File: config.mk
export PLATFORM = sky130hd
export DESIGN_NAME = param_arbiter
export DESIGN_NICKNAME = d
export VERILOG_FILES = /design/src/rtl/param_arbiter.sv
export SDC_FILE = /design/constraint.sdc
export NUM_CORES = 1
export LEC_CHECK = 0
export ABC_AREA = 1
export CAP_MARGIN = 5
export CORE_MARGIN = 5
export CORE_UTILIZATION = 59
export CTS_BUF_LIST = sky130_fd_sc_hd__clkbuf_2 sky130_fd_sc_hd__clkbuf_4 sky130_fd_sc_hd__clkbuf_8
export DETAILED_ROUTE_END_ITERATION = 8
export PLACE_DENSITY = 0.9
export REMOVE_ABC_BUFFERS = 1
export SLEW_MARGIN = 20
export SYNTH_ARGS = -nofsm -noshare
export SYNTH_HDL_FRONTEND = slang
export SYNTH_SLANG_ARGS = --single-unit
File: constraint.sdc
create_clock -name clk -period 2.6 [get_ports clk]
set_input_delay 0.26 -clock clk [delete_from_list [all_inputs] [get_ports clk]]
set_output_delay 0.26 -clock clk [all_outputs]
set_load 0.02 [all_outputs]
File: src/rtl/param_arbiter.sv
// param_arbiter: N-requester arbiter with registered one-hot grants, run-time
// selectable fixed-priority / round-robin policy and an optional hold limit.
//
// state | meaning
// ------+-------------------------------------------------------------
// IDLE  | no owner, gnt=0; any request is granted on the next edge
// GRANT | owner (gnt_id) holds the resource; hold_cnt counts extra cycles
module param_arbiter #(
  parameter int N        = 4,
  parameter int MAX_HOLD = 8,
  localparam int IDW     = $clog2(N)
) (
  input  logic           clk,
  input  logic           reset,
  input  logic [N-1:0]   req,
  input  logic           rr_en,
  output logic [N-1:0]   gnt,
  output logic           gnt_valid,
  output logic [IDW-1:0] gnt_id
);

  localparam int HCW = (MAX_HOLD > 0) ? $clog2(MAX_HOLD + 1) : 1;
  localparam logic [HCW-1:0] HOLD_LAST = HCW'((MAX_HOLD > 0) ? MAX_HOLD - 1 : 0);

  typedef enum logic {IDLE, GRANT} state_t;

  state_t         state_q, state_d;
  logic [IDW-1:0] owner_q, owner_d;
  logic [HCW-1:0] hold_q, hold_d;
  logic [IDW-1:0] ptr_q, ptr_d;
  logic [N-1:0]   gnt_q, gnt_d;

  logic [IDW-1:0] own_inc;
  logic [N-1:0]   cand;
  logic [IDW-1:0] start;
  logic           expired;

  // First set bit of c, scanning upward from start and wrapping at N.
  function automatic logic [IDW-1:0] pick(input logic [N-1:0] c, input logic [IDW-1:0] from);
    logic found;
    pick  = '0;
    found = 1'b0;
    for (int k = 0; k < N; k++) begin
      int idx;
      idx = int'(from) + k;
      if (idx >= N) idx = idx - N;
      if (!found && c[idx]) begin
        pick  = IDW'(idx);
        found = 1'b1;
      end
    end
  endfunction

  // Next-state, owner, hold counter and round-robin pointer decision.
  always_comb begin
    state_d = state_q;
    owner_d = owner_q;
    hold_d  = hold_q;
    ptr_d   = ptr_q;
    cand    = req;
    start   = rr_en ? ptr_q : '0;
    own_inc = (owner_q == IDW'(N - 1)) ? '0 : owner_q + 1'b1;
    expired = (MAX_HOLD > 0) && (hold_q == HOLD_LAST);

    case (state_q)
      IDLE: begin
        if (|req) begin
          state_d = GRANT;
          owner_d = pick(req, start);
          hold_d  = '0;
        end
      end
      GRANT: begin
        if (req[owner_q] && !expired) begin
          if (MAX_HOLD > 0) hold_d = hold_q + 1'b1;
        end else begin
          // The scan resumes just past the outgoing owner, which is also
          // where the pointer lands once ownership moves on.
          start = rr_en ? own_inc : '0;
          if (req[owner_q]) cand[owner_q] = 1'b0;
          if (|cand) begin
            owner_d = pick(cand, start);
            hold_d  = '0;
            ptr_d   = own_inc;
          end else if (req[owner_q]) begin
            // Nobody else waiting: the same owner starts a fresh hold window.
            hold_d = '0;
          end else begin
            state_d = IDLE;
            owner_d = '0;
            hold_d  = '0;
            ptr_d   = own_inc;
          end
        end
      end
      default: begin
        state_d = IDLE;
        owner_d = '0;
        hold_d  = '0;
      end
    endcase

    gnt_d = '0;
    if (state_d == GRANT) gnt_d[owner_d] = 1'b1;
  end

  // State and grant registers; reset clears the grant immediately.
  always_ff @(posedge clk or posedge reset) begin
    if (reset) begin
      state_q <= IDLE;
      owner_q <= '0;
      hold_q  <= '0;
      ptr_q   <= '0;
      gnt_q   <= '0;
    end else begin
      state_q <= state_d;
      owner_q <= owner_d;
      hold_q  <= hold_d;
      ptr_q   <= ptr_d;
      gnt_q   <= gnt_d;
    end
  end

  assign gnt       = gnt_q;
  assign gnt_valid = (state_q == GRANT);
  assign gnt_id    = owner_q;

endmodule

Yosys cells after proc, flatten, opt, wreduce, memory -nomap -nowiden
Cells that the tools add are included.

$add $sub $neg: 16. Magnitude comparators: 20. Equal/unequal tests: 4. Mux-type cells: 109. Bitwise operators: 4. Reduce and logical (&&, ||, !) cells: 19.

Operators with widths (count): 32-bit 2-to-1 mux (28); 32-bit by 4-bit less-than comparator with 1-bit output (second input constant) (8); 1-bit 2-to-1 mux (44); 2-bit 2-to-1 mux (17); 4-bit 2-to-1 mux (6); 3-bit by 3-bit subtractor with 4-bit output (second input constant) (6); 1-bit binary-select mux with 2-bit select (9); 3-bit >= comparator (second input constant) (6); 2-bit by 2-bit adder with 3-bit output (second input constant) (4); 1-bit logical AND (9); 4-bit case mux with 2 select lines (1); 4-bit OR reduction (2); 2-bit by 3-bit subtractor with 4-bit output (second input constant) (2); 1-bit zero test (7); 2-bit by 1-bit adder with 3-bit output (second input constant) (2); 2-bit by 3-bit >= comparator with 1-bit output (second input constant) (2); 2-bit by 3-bit less-than comparator with 1-bit output (second input constant) (2); 4-bit by 1-bit adder with 4-bit output (second input constant) (1); 4-bit bitwise AND (1); 1-bit demux with 2-bit select (2); 4-bit by 3-bit == test with 1-bit output (second input constant) (1); 2-bit by 1-bit >= comparator with 1-bit output (second input constant) (2); 2-bit inequality test (second input constant) (2); 4-bit NOT (1); other kinds (6) (7).

Register bits: 13. Bits of input ports: 7. Output and inout bits: 7. Word-level logic and storage cells: 177.

Longest topological paths before layout
Gate-level depths: netlist of the first run.

Depth in word-level cells: 43. Mapped depth: 19. Mapped depth without buffers: 18.

Worst setup path before layout of the first run
No wires, ideal clock.

Kind: register to register. Start: reg owner_q[0], in the netlist gnt_id[0]. End: reg gnt_q[2], in the netlist gnt[2]. Library setup time: 0.117 ns. Data arrival time: 2.127 ns. Required time: 2.483 ns. Path slack: 0.357 ns. Cell stages (with the launch flop): 19. Path buffers: 0. Period minus slack after synthesis: 2.243 ns. Cells stage by stage: dfrtp_1 -> inv_2 -> ha_1 -> nand2_1 -> inv_1 -> nand2_1 -> o21ai_0 -> inv_1 -> nand3_1 -> nand2_1 -> nand2_1 -> nand2_1 -> nand2_1 -> nand3_1 -> nand2_1 -> nand2_1 -> nand2_1 -> nand2_1 -> nor2_1.

Elaborated cells between the ends (all ways): 94. Classes of those cells: 8 x add/sub; 8 x order compare; 1 x eq/ne; 65 x mux; 2 x bitwise; 10 x reduce/logical.

RTL lines: start, declared (RTL line 28) `logic [IDW-1:0] owner_q, owner_d;`; start signal, assigned (RTL line 117) `owner_q <= owner_d;`; 2-bit by 1-bit adder with 2-bit output / 2-bit == test (equally long branches) (RTL line 62) `own_inc = (owner_q == IDW'(N - 1)) ? '0 : owner_q + 1'b1;`; 2-bit 2-to-1 mux * (RTL line 62); named net own_inc[1] (RTL line 33) `logic [IDW-1:0] own_inc;`; 2-bit 2-to-1 mux * (RTL line 79) `start = rr_en ? own_inc : '0;`; 2-bit by 3-bit subtractor with 4-bit output / 2-bit by 3-bit >= comparator with 1-bit output (equally long branches) (RTL line 46) `if (idx >= N) idx = idx - N;`; 32-bit 2-to-1 mux (RTL line 46); 32-bit 2-to-1 mux (RTL line 81) `if (|cand) begin`; 32-bit 2-to-1 mux (RTL line 74) `if (req[owner_q] && !expired) begin`; [24 not listed]; 2-bit 2-to-1 mux * (RTL line 74); 2-bit case mux with 2 select lines * (RTL line 65) `case (state_q)`; 2-bit by 3-bit less-than comparator with 1-bit output (not written as such) / 2-bit by 1-bit >= comparator with 1-bit output (equally long branches) (RTL line 104) `if (state_d == GRANT) gnt_d[owner_d] = 1'b1;`; 1-bit logical AND (not written as such) (RTL line 104); 1-bit 2-to-1 mux (not written as such) (RTL line 104); 1-bit demux with 2-bit select * (RTL line 104); 4-bit 2-to-1 mux * (RTL line 104); named net gnt_d[2] (RTL line 31) `logic [N-1:0] gnt_q, gnt_d;`; end signal, assigned (RTL line 120) `gnt_q <= gnt_d;`; end, declared (RTL line 31).

The timed path passes the listed nets; every way through them passes the cells marked *. The select of a mux whose other input is x is not followed. A chain may end at the register's enable or synchronous reset.

Final worst setup path of the first run
Start: reg owner_q[1], in the netlist gnt_id[1]. End: reg gnt_q[1], in the netlist gnt[1].

Cells in the longest elaborated chain, start to end: 39. Elaborated cells between the ends (all ways): 94. Classes of those cells: 8 x add/sub; 8 x order compare; 1 x eq/ne; 65 x mux; 2 x bitwise; 10 x reduce/logical.

Ends and longest elaborated chain (RTL line): parallel branches: the longest is 33 deep, another holds 2-bit by 3-bit subtractor with 4-bit output; 2-bit case mux with 2 select lines * (65); named net owner_d[1] (28); 2-bit by 3-bit less-than comparator with 1-bit output (not written as such) / 2-bit by 1-bit >= comparator with 1-bit output (equally long branches) (104); 1-bit logical AND (not written as such) (104); 1-bit 2-to-1 mux (not written as such) (104); 1-bit demux with 2-bit select * (104); 4-bit 2-to-1 mux * (104); named net gnt_d[1] (31).

Mark *: on every way through the listed nets, which the timed path passes. The select of a mux whose other input is x is not followed.

==> results of run 1 <==
[flip-flops by register name, indices dropped and copies added (netlist names)]
signal,count
gnt_id,2
hold_q,4
gnt_valid,1
ptr_q,2
gnt,4
[kinds of logic after synthesis]
group | share of synthesized area
and+or+nand+nor | 0.482
buffers and inverters | 0.0988
AOI/OAI and AO/OA | 0.121
DFF | 0.245
adders and majority gates | 0.0470
xor gates and xnor gates | 0.00659
[worst min-delay path by stage]
stage,endpoint,slack [ns],depth (start not counted),start
after floorplan,gnt[0]$_DFF_PP0_,0.14,1,reset
after global placement,ptr_q[0]$_DFFE_PP0P_,0.51,2,ptr_q[0]$_DFFE_PP0P_
after detailed placement,ptr_q[0]$_DFFE_PP0P_,0.51,2,ptr_q[0]$_DFFE_PP0P_
after CTS,hold_q[3]$_DFFE_PP0P_,0.30,2,reset
after global routing,hold_q[1]$_DFFE_PP0P_,0.33,2,reset
final,hold_q[3]$_DFFE_PP0P_,0.30,2,reset
[area by class of cell]
type | instances | area (sq um) | area share
timing repair buffer | 21 | 190 | 0.122
multi-input combinational | 162 | 880 | 0.563
sequential | 13 | 327 | 0.209
clock buffer | 4 | 30.0 | 0.0192
inverter | 27 | 101 | 0.0649
tap | 28 | 35.0 | 0.0224
[Yosys cell counts (all sizes together)]
cell,number
inv,27
a32o,1
o22ai,1
dfrtp,13
nand3b,1
nor2,22
buf,3
nand2,65
a21oi,6
o21a,1
nand3,31
o21ai,13
xor2,1
o21bai,1
nor3,2
nand4,9
o41ai,1
o211ai,2
ha,5
[critical path, cell delays in order (launching register included)]
cell and delay [ns]:
dfrtp_2 0.46, ha_1 0.23, nor2_1 0.13, nand2_1 0.19, inv_1 0.25, nand3_1 0.16
a21oi_1 0.20, nand2_1 0.07, nor2_1 0.15, nand2_1 0.07, nand4_1 0.12, nand2_2 0.09
inv_2 0.07, nor2_1 0.04
[power breakdown]
group	internal (W)	leakage, nW	switching (W)
clock network	0.0000699	0.0184	0.0000565
registers	0.000295	0.161	0.0000696
logic	0.000621	0.640	0.00111
total	0.000986	0.819	0.00124
[per-layer routing]
layer	wire, um	up-vias	track usage
li1	-	724	-
met4	38	0	0.0728
met2	1640	51	0.385
met3	150	4	0.0181
met1	1460	657	0.283
met5	0	-	0
[per-stage QoR]
| step | setup TNS, ns | hold slack, ns | instance area, sq um | util | power, W |
|---|---|---|---|---|---|
| after floorplan | 0 | 0.137 | 1300 | - | 0.00159 |
| after global placement | 0 | 0.507 | 1530 | 0.696 | 0.00201 |
| after detailed placement | -0.0237 | 0.513 | 1530 | 0.696 | 0.00206 |
| after CTS | 0 | 0.301 | 1560 | 0.710 | 0.00221 |
| after global routing | 0 | 0.326 | 1560 | 0.713 | 0.00247 |
| final | 0 | 0.297 | 1560 | 0.713 | 0.00222 |
==> qor.txt, run 1 <==
top cell type's share of synthesized area: 0.245
DP Worst Slack: -0.0131 ns
Layout Nets: 240
reg2reg setup slack: 0.26 ns
DP HPWL: 2700 um
Slew @ Worst Pin: 0.470 ns
gr usage total: 0.221
clock skew: 0.000372 ns
port buffer count: 13
Synth area leader: dfrtp_1
GRT overflow: 0
pin count of the biggest net entering global routing: 14
Post-CTS Resized: 0
FILL cells: 187
Setup crit start: gnt_id[1]$_DFF_PP0_
Core Region: 2190 sq um
FF-to-FF End: gnt[1]$_DFF_PP0_
most frequent standard cell in the layout excluding fill and tap cells: nand2_1
power per cell area: 1420 nW/um^2
status: finished clean
final hold vios: 0
Max FO, Critical Path: 7
RePlAce Congestion: 0.921
Mapped Cells: 205
routed vias/inst: 5.63
Root Buffer: clkbuf_4
CTS max path bufs: 2
first-pass GRT wire length: 5950 um
initial cell density of the core: 0.607
Max VDD drop: 979 uV
crit share post-route: 0.901
most frequent cells in the layout: 53 x nand2_1, 29 x nand3_1, 24 x inv_1
CTS hold repair buffers: 0
Data required, critical path: 2.76 ns
total number of vias: 1,436
initial drt markers: 109
Max-slew headroom: 0.684
yosys warns: 0
vias in the first global route: 1,386
Final setup viols: 0
Min-Delay Path Class: input pin to asynchronous set/reset pin
Max Fclk: 427 MHz
Syn Area/Cell: 6.49 sq um
RSZ-0062 raised after global routing: no
Final ANT Viol Nets: 0
R2R cell count: 13
initial antenna violation count: 0
CP arrival: 2.50 ns
Post-CTS Setup Repair Bufs: 0
sequential area share after synthesis: 0.245
CP Capture Point: gnt[1]$_DFF_PP0_
worst setup margin: 0.258 ns
maxcap violations: 0
largest cells by area after synthesis: dfrtp_1 24%, nand2_1 15%, nand3_1 11%
synthesized area: 1330 sq um
Clock transition at path regs: 0.07 ns
Area growth, synth to finish: 17.5%
Clk Latency, worst-skew pair: 0.27 ns
DRC viols: 0
synthesized flop and latch total: 13
WL per Instance: 12.9 um
full die area: 3300 sq um
share of layout cells above drive strength 1: 0.163
DRT Wirelength: 3290 um
clk sinks: 13
top-level I/O count: 14
DP Cell Count: 251
CTS tree: done
Die Y: 57.5 um
Worst Setup End Kind: flop
# diodes: 0
Die Wd: 57.5 um
worst r2r src: gnt_id[1]$_DFF_PP0_
DRT Pass-1 Iters: 4
TritonCTS Buffers: 3
Final Max Slew Viols: 0
htree depth: 1
startpoint class of the critical path: flop
FP Rows: 17
Layout Cells excl Fill: 255
Netlist cell types: 28
leakage power: 0.819 nW
CP Class: flop to flop
crit path time final: 2.34 ns
No activity file was read; power rests on OpenSTA's default activity.
==> run 2: changes to the inputs <==
- ABC_AREA: 1 -> default
- CORE_UTILIZATION: 59 -> 60
- GPL_ROUTABILITY_DRIVEN: default -> 0
==> run 2 against run 1 <==
Effect of this change:
- the run now ends with setup timing left
- sequential power rose by 3%
- synthesized cell count fell by 10%
- final area rose by 18%
- hold slack got worse by 0.0093 ns
- combinational power fell by 3%
- sequential cell count did not move
- setup slack got worse by 0.26 ns
- global-route usage rose by 4.0 points
- register-to-register slack got worse by 0.26 ns
- final cell count fell by 6.7%
- first-iteration DRC count rose by 32%
- utilization rose by 4.4 points
- largest power group unchanged
==> qor.txt, run 2 <==
Area growth, synth to finish: 22.2% (was 17.5%)
failing checks: setup timing
XOR/XNOR share of the synthesized area: 0.0116 (was 0.00659)
worst path cell trace: buf_4 -> mux2_2 -> a221o_1 -> a21oi_1 -> a21oi_1 -> and3_1 -> o311a_4 -> and3b_1 (was ha_1 -> nor2_1 -> nand2_1 -> inv_1 -> nand3_1 -> a21oi_1 -> nand2_1 -> nor2_1 -> nand2_1 -> nand4_1 -> nand2_2 -> inv_2 -> nor2_1)
DRT Wirelength: 4500 um (was 3290 um)
yosys warns: 0 (unchanged)
initial drt markers: 144 (was 109)
power per cell area: 1190 nW/um^2 (was 1420 nW/um^2)
storage element area: 328 sq um (was 327 sq um)
post-synthesis mux area share: 0.0996 (was 0)
leakage power: 0.762 nW (was 0.819 nW)
CTS max path bufs: 2 (unchanged)
reg2reg setup slack: -0.004 ns (was 0.26 ns)
CTS tree: done (unchanged)
Comb pwr share: 0.763 (was 0.779)
Final setup viols: 1 (was 0)
Setup crit start: gnt_id[0]$_DFF_PP0_ (was gnt_id[1]$_DFF_PP0_)
GRT overflow: 0 (unchanged)
worst setup margin: -0.00392 ns (was 0.258 ns)
Post-synth top flop: dfrtp_1 (unchanged)
# diodes: 0 (unchanged)
NetSw: 0.00105 W (was 0.00124 W)
share of layout cells above drive strength 1: 0.279 (was 0.163)
Slew @ Worst Pin: 0.542 ns (was 0.470 ns)
vias in the first global route: 1,534 (was 1,386)
Max VDD drop: 940 uV (was 979 uV)
DP Worst Slack: -0.139 ns (was -0.0131 ns)
sequential power share: 0.171 (was 0.164)
post-layout util: 0.758 (was 0.713)
FP Rows: 18 (was 17)
Max FO, Critical Path: 13 (was 7)
synthesized area: 1510 sq um (was 1330 sq um)
Max Fclk: 384 MHz (was 427 MHz)
maxcap violations: 0 (unchanged)
Final Max Slew Viols: 0 (unchanged)
Clock power frac: 0.065 (was 0.057)
total number of vias: 1,649 (was 1,436)
compound-gate portion of the synthesized area: 0.283 (was 0.121)
pin count of the biggest net entering global routing: 20 (was 14)
most frequent cells in the layout: 22 x buf_4, 14 x nand2_1, 13 x clkdlybuf4s50_1 (was 53 x nand2_1, 29 x nand3_1, 24 x inv_1)
Crit path top cell by count: a21oi_1
crit path time final: 2.60 ns (was 2.34 ns)
Synth area leader: dfrtp_1 (unchanged)
FFs w/ async S/R, synth: 1.00 (unchanged)
crit path max-delay cell type: dfrtp_2 (unchanged)
Layout Nets: 221 (was 240)
routed vias/inst: 6.93 (was 5.63)
DP HPWL: 3240 um (was 2700 um)
Post-Synth Simple-Gate Area: 0.236 (was 0.482)
R2R cell count: 8 (was 13)
DRT Pass-1 Iters: 5 (was 4)
largest cells by area after synthesis: dfrtp_1 22%, buf_6 4.5%, mux2_2 4.5% (was dfrtp_1 24%, nand2_1 15%, nand3_1 11%)
CP arrival: 2.79 ns (was 2.50 ns)
worst r2r src: gnt_id[0]$_DFF_PP0_ (was gnt_id[1]$_DFF_PP0_)
Max-slew headroom: 0.629 (was 0.684)
TritonCTS Buffers: 3 (unchanged)
DRC viols: 0 (unchanged)
Clock transition at path regs: 0.08 ns (was 0.07 ns)
top-count cell post-synth: nand2_1 (unchanged)
Worst Setup End Kind: flop (unchanged)
FILL cells: 157 (was 187)
full die area: 3620 sq um (was 3300 sq um)
initial antenna violation count: 0 (unchanged)
initial cell density of the core: 0.620 (was 0.607)
Netlist cell types: 56 (was 28)
most frequent standard cell in the layout excluding fill and tap cells: buf_4 (was nand2_1)
Area after DPL: 1720 sq um (was 1530 sq um)
CTS hold repair buffers: 0 (unchanged)
switching share of power: 0.477 (was 0.557)
first-pass GRT wire length: 7060 um (was 5950 um)
area of the multi-input gates: 1090 sq um (was 880 sq um)
gr usage total: 0.261 (was 0.221)
worst hold slack: 0.288 ns (was 0.297 ns)
Root Buffer: clkbuf_4 (unchanged)
P_int: 0.00115 W (was 0.000986 W)
Clk Latency, worst-skew pair: 0.29 ns (was 0.27 ns)
clk sinks: 13 (unchanged)
leading cell types by count after synthesis: 14 x nand2_1, 13 x dfrtp_1, 12 x inv_1, 12 x o21ai_0, 11 x nor2_1 (was 54 x nand2_1, 29 x nand3_1, 24 x inv_1)
final hold vios: 0 (unchanged)
top cell type's share of synthesized area: 0.216 (was 0.245)
crit share post-route: 1.00 (was 0.901)
WL per Instance: 18.9 um (was 12.9 um)
FF-to-FF End: gnt[1]$_DFF_PP0_ (unchanged)
Adder-Cell Fraction of Synth Area: 0.0415 (was 0.0470)
startpoint class of the critical path: flop (unchanged)
Die Y: 60.1 um (was 57.5 um)
Min-Delay Path Class: input pin to asynchronous set/reset pin (unchanged)
CP top delay family: compound AO/OA/AOI/OAI gates (was simple AND/OR/NAND/NOR gates)
Final ANT Viol Nets: 0 (unchanged)
Mapped Cells: 184 (was 205)
Syn Area/Cell: 8.19 sq um (was 6.49 sq um)
htree depth: 1 (unchanged)
Worst Path Buf+Inv: 1 (was 2)
synthesized flop and latch total: 13 (unchanged)
top-level I/O count: 14 (unchanged)
CP Class: flop to flop (unchanged)
status: finished, violations left (was finished clean)
port buffer count: 13 (unchanged)
Die Wd: 60.1 um (was 57.5 um)
Crit path largest cell delay: 0.43 ns (was 0.46 ns)
final instance area: 1840 sq um (was 1560 sq um)
Data required, critical path: 2.78 ns (was 2.76 ns)
Core Region: 2430 sq um (was 2190 sq um)
EDFF count, synth: 0 (unchanged)
sequential area share after synthesis: 0.216 (was 0.245)
largest family of logic cells by synthesized area: compound AO/OA/AOI/OAI gates (was simple AND/OR/NAND/NOR gates)
clock skew: 0.000713 ns (was 0.000372 ns)
-- run 2: cell types whose count changed after synthesis, sizes merged, moves of 5 or more --
cell and delta:
nor2 -11, nand4 -6, nand3 -23, nand2 -51, mux2i +6, nor2b +5
inv -15, buf +9, a211oi +6, mux2 +6
-- run 2: kinds of logic after synthesis --
| logic type | count (synthesis) |
|---|---|
| DFF | 13 |
| and+or+nand+nor | 64 |
| xor gates and xnor gates | 2 |
| buffers and inverters | 29 |
| adders and majority gates | 5 |
| muxes | 13 |
| AOI/OAI and AO/OA | 58 |
-- run 2: how the worst max path moves through the flow --
stage / to / slack (ns) / depth (start not counted)
after floorplan: gnt[3]$_DFF_PP0_ / -0.76 / 8
after global placement: gnt[3]$_DFF_PP0_ / -0.05 / 8
after detailed placement: gnt[1]$_DFF_PP0_ / -0.14 / 8
after CTS: gnt[1]$_DFF_PP0_ / 0.003 / 9
after global routing: gnt[1]$_DFF_PP0_ / -0.06 / 9
final: gnt[1]$_DFF_PP0_ / -0.004 / 8
-- run 2: routing by layer --
layer,up-vias,GRT usage,part of all wire
met5,-,0,0
met3,26,0.0497,0.10
met2,121,0.440,0.49
met1,776,0.322,0.37
li1,726,-,-
met4,0,0.108,0.032
-- run 2: per-stage QoR --
stage	std cells	total power, W	setup TNS [ns]
floorplan	168	0.00128	-3.74
global placement	233	0.00173	-0.0971
detailed placement	233	0.00182	-0.508
CTS	237	0.00199	0
global route	238	0.00232	-0.140
finish	238	0.00219	-0.00392
-- run 2: power by group through the flow --
stage	Clock, W	Sequential, W	Combinational, W
4_1_cts	0.000142	0.000361	0.00148
2_1_floorplan	0	0.000432	0.000849
3_5_place_dp	0	0.000364	0.00146
3_3_place_gp	0	0.000354	0.00137
6_report	0.000143	0.000376	0.00167
5_1_grt	0.000151	0.000385	0.00178
-- run 2: repair_timing --
action / in CTS / in global routing
gates resized for setup: 4 / 18
pin swaps: 0 / 4
setup buffers: 0 / 1
setup endpoints to repair: 4 / 5
-- run 2: final cells by class --
cell class | instances | share of cell area
Multi-Input combinational cell | 142 | 0.592
Clock buffer | 4 | 0.0163
Inverter | 13 | 0.0272
Timing Repair Buffer | 36 | 0.166
Tap cell | 30 | 0.0204
Sequential cell | 13 | 0.178
